==> src/rtl/wb_obi_bridge.sv <==
// Wishbone classic slave to OBI master bridge.
// One transfer in flight; out-of-window accesses answer with wb_err_o.
module wb_obi_bridge #(
  parameter int               ADDR_W      = 32,
  parameter int               DATA_W      = 32,
  parameter int               WINDOW_BITS = 24,
  parameter logic [ADDR_W-1:0] OBI_BASE   = '0
) (
  input  logic                clk_i,
  input  logic                rst_i,
  input  logic                wb_cyc_i,
  input  logic                wb_stb_i,
  input  logic                wb_we_i,
  input  logic [DATA_W/8-1:0] wb_sel_i,
  input  logic [ADDR_W-1:0]   wb_adr_i,
  input  logic [DATA_W-1:0]   wb_dat_i,
  output logic [DATA_W-1:0]   wb_dat_o,
  output logic                wb_ack_o,
  output logic                wb_err_o,
  output logic                obi_req_o,
  input  logic                obi_gnt_i,
  output logic [ADDR_W-1:0]   obi_addr_o,
  output logic                obi_we_o,
  output logic [DATA_W/8-1:0] obi_be_o,
  output logic [DATA_W-1:0]   obi_wdata_o,
  input  logic                obi_rvalid_i,
  input  logic [DATA_W-1:0]   obi_rdata_i
);

  typedef enum logic [2:0] {
    S_IDLE, S_REQ, S_WAIT, S_ACK, S_ERR
  } state_t;

  state_t r_state;
  logic   r_abort;

  logic              w_stb;
  logic              w_oow;
  logic              w_abort;
  logic [ADDR_W-1:0] w_addr;

  assign w_stb   = wb_cyc_i & wb_stb_i;
  assign w_oow   = |wb_adr_i[ADDR_W-1:WINDOW_BITS];
  assign w_abort = r_abort | ~wb_cyc_i;
  assign w_addr  = OBI_BASE |
    {{(ADDR_W-WINDOW_BITS){1'b0}}, wb_adr_i[WINDOW_BITS-1:0]};

  always_ff @(posedge clk_i) begin
    if (rst_i) begin
      r_state     <= S_IDLE;
      r_abort     <= 1'b0;
      obi_req_o   <= 1'b0;
      obi_addr_o  <= '0;
      obi_we_o    <= 1'b0;
      obi_be_o    <= '0;
      obi_wdata_o <= '0;
      wb_ack_o    <= 1'b0;
      wb_err_o    <= 1'b0;
      wb_dat_o    <= '0;
    end else begin
      unique case (r_state)
        S_IDLE: begin
          r_abort <= 1'b0;
          if (w_stb) begin
            obi_addr_o  <= w_addr;
            obi_we_o    <= wb_we_i;
            obi_be_o    <= wb_sel_i;
            obi_wdata_o <= wb_dat_i;
            if (w_oow) begin
              r_state  <= S_ERR;
              wb_err_o <= 1'b1;
            end else begin
              r_state   <= S_REQ;
              obi_req_o <= 1'b1;
            end
          end
        end
        // OBI forbids retracting req, so an abort only marks the result
        S_REQ: begin
          if (!wb_cyc_i) r_abort <= 1'b1;
          if (obi_gnt_i) begin
            obi_req_o <= 1'b0;
            r_state   <= S_WAIT;
          end
        end
        S_WAIT: begin
          if (!wb_cyc_i) r_abort <= 1'b1;
          if (obi_rvalid_i) begin
            if (!obi_we_o && !w_abort) wb_dat_o <= obi_rdata_i;
            if (w_abort) begin
              r_state <= S_IDLE;
              r_abort <= 1'b0;
            end else begin
              r_state  <= S_ACK;
              wb_ack_o <= 1'b1;
            end
          end
        end
        S_ACK: begin
          wb_ack_o <= 1'b0;
          r_abort  <= 1'b0;
          r_state  <= S_IDLE;
        end
        S_ERR: begin
          wb_err_o <= 1'b0;
          r_abort  <= 1'b0;
          r_state  <= S_IDLE;
        end
        default: r_state <= S_IDLE;
      endcase
    end
  end

endmodule

==> config.mk <==
export PLATFORM = sky130hd
export DESIGN_NAME = wb_obi_bridge
export DESIGN_NICKNAME = d
export VERILOG_FILES = /design/src/rtl/wb_obi_bridge.sv
export SDC_FILE = /design/constraint.sdc
export NUM_CORES = 1
export LEC_CHECK = 0
export CORE_UTILIZATION = 35
export CTS_CLUSTER_SIZE = 20
export DETAILED_ROUTE_END_ITERATION = 10
export GPL_TIMING_DRIVEN = 0
export PLACE_DENSITY = 0.76
export SYNTH_ARGS = -nofsm -noshare
export SYNTH_HDL_FRONTEND = slang
export SYNTH_SLANG_ARGS = --single-unit
==> constraint.sdc <==
create_clock -name clk_i -period 1.6 [get_ports clk_i]
set_input_delay 0.32 -clock clk_i [delete_from_list [all_inputs] [get_ports clk_i]]
set_output_delay 0.32 -clock clk_i [all_outputs]
set_load 0.02 [all_outputs]
# [Word level (Yosys, flattened, before mapping)]
# Index checks and enable logic that the tools add are counted.
[totals] reg_bits=100 input_bits=107 output_inout_bits=104 word_cells=59
[classes] n_eq_ne=10 n_mux=20 bitwise_logic=3 n_reduce_logical=16
[ops] cell="$mux W3" n=4
[ops] cell="$ne A2 B2 Y1 const B" n=6
[ops] cell="$reduce_and A3 Y1" n=4
[ops] cell="$mux W1" n=10
[ops] cell="$pmux W3 S3" n=1
[ops] cell="$reduce_or A8 Y1" n=1
[ops] cell="$eq A3 B2 Y1 const B" n=2
[ops] cell="$pmux W1 S2" n=3
[ops] cell="$reduce_bool A2 Y1" n=3
[ops] cell="$reduce_and A4 Y1" n=1
[ops] cell="$eq A3 B1 Y1 const B" n=1
[ops] cell="$eq A3 B3 Y1 const B" n=1
[ops] cell="$logic_not A3 Y1" n=1
[ops] cell="$pmux W1 S3" n=1
[ops] cell="$reduce_bool A3 Y1" n=1
[ops] cell="$reduce_or A3 Y1" n=1
[ops] cell="$logic_not A1 Y1" n=2
[ops] cell="$mux W2" n=1
[ops] cell="$reduce_and A2 Y1" n=1
[ops] cell="$and A1 B1 Y1" n=1
[ops] cell="$logic_and A1 B1 Y1" n=1
[ops] cell="$not A1 Y1" n=1
[ops] cell="$or A1 B1 Y1" n=1

# [Logic depth before layout (Yosys ltp)]
[logic_depth] word_depth=5 ltp_mapped=5 mapped_depth_nobuf=3

# [Least setup slack after synthesis]
# OpenSTA, ideal clock, no wires.
[synth_path] kind="flip-flop to flip-flop" startpoint="register r_state[1]" endpoint="register wb_err_o" setup_time_ps=123 arrival_time_ps=1169 t_required_ps=1477 slack_ps=308 path_stages_with_launch=5 path_buffers=1 period_less_slack_ps=1292 path_cell_list="dfxtp_1 nand4bb_1 buf_4 a21oi_1 mux2_1"
[synth_between] elab_chain_cells=3 elab_cells_between_ends=7 cone_classes="eq/ne: 3; mux: 1; reduce/logical: 3"
[synth_rtl] element="start: declaration" line="34" rtl="state_t r_state;"
[synth_rtl] element="start signal: assignment" line="50" rtl="r_state <= S_IDLE;"
[synth_rtl] element="start signal: assignment" line="70" rtl="r_state <= S_ERR;"
[synth_rtl] element="start signal: assignment" line="73" rtl="r_state <= S_REQ;"
[synth_rtl] element="$eq A3 B3 Y1 or $logic_not A3 Y1 (tied branches)" line="61" rtl="unique case (r_state)"
[synth_rtl] element="$reduce_bool A2 Y1 (no line) or $ne A2 B2 Y1 (tied branches)"
[synth_rtl] element="$reduce_and A3 Y1 (no line)"
[synth_rtl] element="end signal: assignment" line="58" rtl="wb_err_o <= 1'b0;"
[synth_rtl] element="end signal: assignment" line="71" rtl="wb_err_o <= 1'b1;"
[synth_rtl] element="end signal: assignment" line="105" rtl="wb_err_o <= 1'b0;"
[synth_rtl] element="end: declaration" line="19" rtl="output logic wb_err_o,"
# Several ways; a longest one is shown, not always the timed one.
# A chain may end at the register's enable or synchronous reset.

# [Worst setup path after layout]
[layout_path] startpoint="input port wb_adr_i[25]" endpoint="register wb_err_o"
[layout_between] elab_chain_cells=3
[layout_rtl] element="start: declaration" line="15" rtl="input logic [ADDR_W-1:0] wb_adr_i,"
[layout_rtl] element="$reduce_or A8 Y1" line="43" rtl="assign w_oow = |wb_adr_i[ADDR_W-1:WINDOW_BITS];"
[layout_rtl] element="$ne A2 B2 Y1 (no line)"
[layout_rtl] element="$reduce_and A3 Y1 (no line)"
# No other way between the ends.

==> qor.yml <==
sta:
  worst_pin_slew_ps: 571
  rsz0062_at_grt: "false"
  relSlewSlack: 0.616
  post-route-period-util: 0.963
  fin_skew_ps: 6.28
  timing.fmax_mhz: 649
  finalHoldViolCount: 0
  post-route-min-period_ps: 1540
  holdWs_ps: 376
  setup_viol: 0
  slew_violations: 0
synth:
  synth_top_cell_area_share: 0.474
  synthDistinctLibCells: 37
  ys_seq_elements: 100
  synth_largest_area_cell: "dfxtp_1"
  synthTopCellsByArea: "dfxtp_1, nand2b_1, mux2i_1"
  postSynthAreaPerCell_sq_um: 8.98
  yosys_warnings: 0
  netlist_instances: 470
  yosysSeqAreaShare: 0.474
  netlist_area_sq_um: 4220
floorplanning:
  initial_utilization: 0.365
  row_count: 39
  io_pins: 211
  dieHeight_microns: 112
  die_area_sq_um: 12500
  core_area_sq_um: 11600
  dieWidth_microns: 112
final_layout:
  finalCoreUtilization: 0.575
  nets: 798
  drive_gt1_frac: 0.0833
  syn2layout_area_growth_pct: 57.7
  design_area_sq_um: 6650
  antenna_cells: 0
power_and_ir_drop:
  total_power_mw: 5.52
  p_int_mw: 4.18
  power.leakage_nw: 2.81
  p_clk_frac: 0.379
  combPwrFrac: 0.150
  p_sw_mw: 1.35
  seq_power_share: 0.471
  power.density_nw_per_um2: 830
  vdd_drop_max_mv: 0.777
  p_sw_frac: 0.244
clock_tree:
  cts_tree: "built"
  ctsRootBufferMaster: "clkbuf_16"
  clockBufferDepth: 2
  insertion_delay_ps: 350
  numClockSinks: 100
  path_clk_slew_ps: 70
  cts.htree.levels: 3
  cts_made_buffers: 9
  postCtsHoldBufs: 0
worst_setup_path:
  crit_required_ps: 1840
  cp-end-kind: "flip-flop"
  cp_slowest_cell: "nor4_1"
  cp.depth: 4
  worst_path_dominant_cell_family: "simple AND/OR/NAND/NOR gates"
  cp_cell_sequence: "clkdlybuf4s50_1 > nor4_1 > a21oi_1 > mux2_1"
  reg2reg_slack_ps: 120
  timing.rr.end: "wb_dat_o[12]"
  crit_path_end: "wb_err_o"
  slowest_delay_ps: 540
  cp_max_fo: 3
  startpoint_type: "primary input"
  crit_type: "primary input to flip-flop"
  timing.rr.start: "r_state[2]"
  crit_buf_inv: 1
  cp-startpoint: "wb_adr_i[25]"
  r2r_cells: 5
  cp.arrival_ps: 1780
drt:
  vias: 4121
  drc: 16
  drt_iter0_drc: 204
  drt-total-wl_microns: 12800
  drtAntennaViolNets: 0
  drt_first_pass_iters: 8
  wire_per_inst_microns: 15.2
  vias_per_cell: 4.91
placed_design:
  io_buffers: 201
  dp_hpwl_microns: 9510
  gp_routability_congestion: 0.751
  postPlaceCellArea_sq_um: 6440
grt:
  antenna_found_initial: 0
  grt_pass1_wl_microns: 20100
  grt_pass1_vias: 4137
  overflow: 0
  grt_max_degree: 16
  grt_usage: 0.204
run_status:
  status: "finished with violations"
  violations: "DRC"
run:
  maxCapViolCount: 0
hold_path:
  hp-class: "primary input to flip-flop"
registers in the layout, indices dropped and copies added (netlist names):
register,flops
wb_dat_o,32
wb_err_o,1
obi_be_o,4
obi_req_o,1
r_abort,1
obi_wdata_o,32
obi_we_o,1
r_state,3
wb_ack_o,1
obi_addr_o,24
worst min path at each step:
stage / startpoint / end / depth (start not counted)
2_1_floorplan: wb_adr_i[23] / obi_addr_o[23] / 2
3_3_place_gp: wb_dat_o[10] / wb_dat_o[10] / 2
3_5_place_dp: wb_dat_o[10] / wb_dat_o[10] / 2
4_1_cts: rst_i / wb_dat_o[15] / 3
5_1_grt: rst_i / wb_dat_o[31] / 3
6_report: rst_i / wb_dat_o[16] / 3
power groups by stage:
| stage | clock network [mW] | registers, mW | logic [mW] |
|---|---|---|---|
| finish | 2.10 | 2.60 | 0.827 |
| global route | 2.27 | 2.61 | 0.892 |
| CTS | 2.17 | 2.60 | 0.829 |
| detailed placement | 0 | 2.66 | 0.874 |
| global placement | 0 | 2.65 | 0.863 |
| floorplan | 0 | 2.75 | 0.291 |
logic make-up (layout without fill, tap and decap cells):
| logic type | count (synthesis) | in the layout | synth area share |
|---|---|---|---|
| and+or+nand+nor | 147 | 147 | 0.208 |
| AOI/OAI and AO/OA | 133 | 133 | 0.165 |
| DFF | 100 | 100 | 0.474 |
| buffers and inverters | 56 | 275 | 0.0732 |
| muxes | 33 | 33 | 0.0786 |
| other | 1 | 8 | 0.000889 |
per-stage QoR:
step | setup TNS, ps | instances | setup WS (ps)
2_1_floorplan | 0 | 477 | 308
3_3_place_gp | -27400 | 821 | -384
3_5_place_dp | -30120 | 821 | -438
4_1_cts | 0 | 839 | 2.51
5_1_grt | 0 | 839 | 4.30
6_report | 0 | 839 | 59.4
layout make-up:
cell class | instances | area [sq um]
buffer | 52 | 304
clock buffer | 13 | 270
clock inverter | 3 | 20.0
fill | 1052 | 4910
inverter | 4 | 15.0
multi-input combinational | 321 | 1940
sequential | 100 | 2000
tap | 143 | 179
timing repair buffer | 203 | 1920
tightest hold or removal path, delay by kind of cell:
kind / cells / cell delay [ps]
mux: 1 / 60
buf+inv: 1 / 170
simple gates: 1 / 120
Yosys cell counts:
cell type / count
dfxtp_1: 100
o21ba_2: 1
nor3b_1: 1
nand2b_1: 66
o2111a_1: 1
and3_1: 1
inv_1: 3
nor4_1: 2
a21oi_1: 63
nand2_1: 2
buf_4: 14
clkbuf_1: 24
a21boi_0: 1
nor2_1: 5
nand2b_4: 1
nand4bb_1: 1
o21ai_1: 11
nor3_1: 2
conb_1: 1
mux2i_1: 32
mux2_1: 1
nand3_1: 61
a311oi_1: 1
o32ai_1: 2
nor3_4: 1
inv_2: 1
buf_8: 3
nand4bb_4: 1
clkbuf_2: 5
buf_1: 1
buf_2: 5
o21bai_1: 1
and2_1: 1
nand3b_1: 1
o21ai_0: 51
and4bb_1: 1
a41oi_1: 1
cell usage in the layout (no fill, tap or decap), drive strengths merged:
| cell | n |
|---|---|
| a311oi | 1 |
| and3 | 1 |
| conb | 8 |
| clkinvlp | 2 |
| nand2b | 67 |
| nand2 | 2 |
| clkdlybuf4s50 | 104 |
| buf | 24 |
| and4bb | 1 |
| mux2i | 32 |
| dfxtp | 100 |
| dlygate4sd2 | 96 |
| clkinv | 1 |
| a41oi | 1 |
| nor3 | 3 |
| inv | 4 |
| o21ai | 62 |
| dlymetal6s2s | 1 |
| nand3b | 1 |
| a21boi | 1 |
| o32ai | 2 |
| nor4 | 2 |
| o21bai | 1 |
| nand3 | 61 |
| o2111a | 1 |
| mux2 | 1 |
| nor3b | 1 |
| o21ba | 1 |
| nand4bb | 2 |
| a21oi | 63 |
| nor2 | 5 |
| clkbuf | 43 |
| and2 | 1 |
layer usage:
metal | track usage | vias up | wire length [microns]
li1 | - | 2060 | -
met3 | 0.0817 | 4 | 1050
met4 | 0.0495 | 0 | 44
met5 | 0 | - | 0
met1 | 0.223 | 1908 | 5280
met2 | 0.367 | 149 | 6400
what timing repair did:
| item | 4_1_cts | 5_1_grt |
|---|---|---|
| endpoints found under the setup margin | 126 | 72 |
| setup buffers | 2 | 0 |
| pin swaps | 1 | 0 |
| gates resized for setup | 96 | 17 |
| gates cloned | 0 | 0 |
Note: power is estimated with default switching activity, not from simulation.
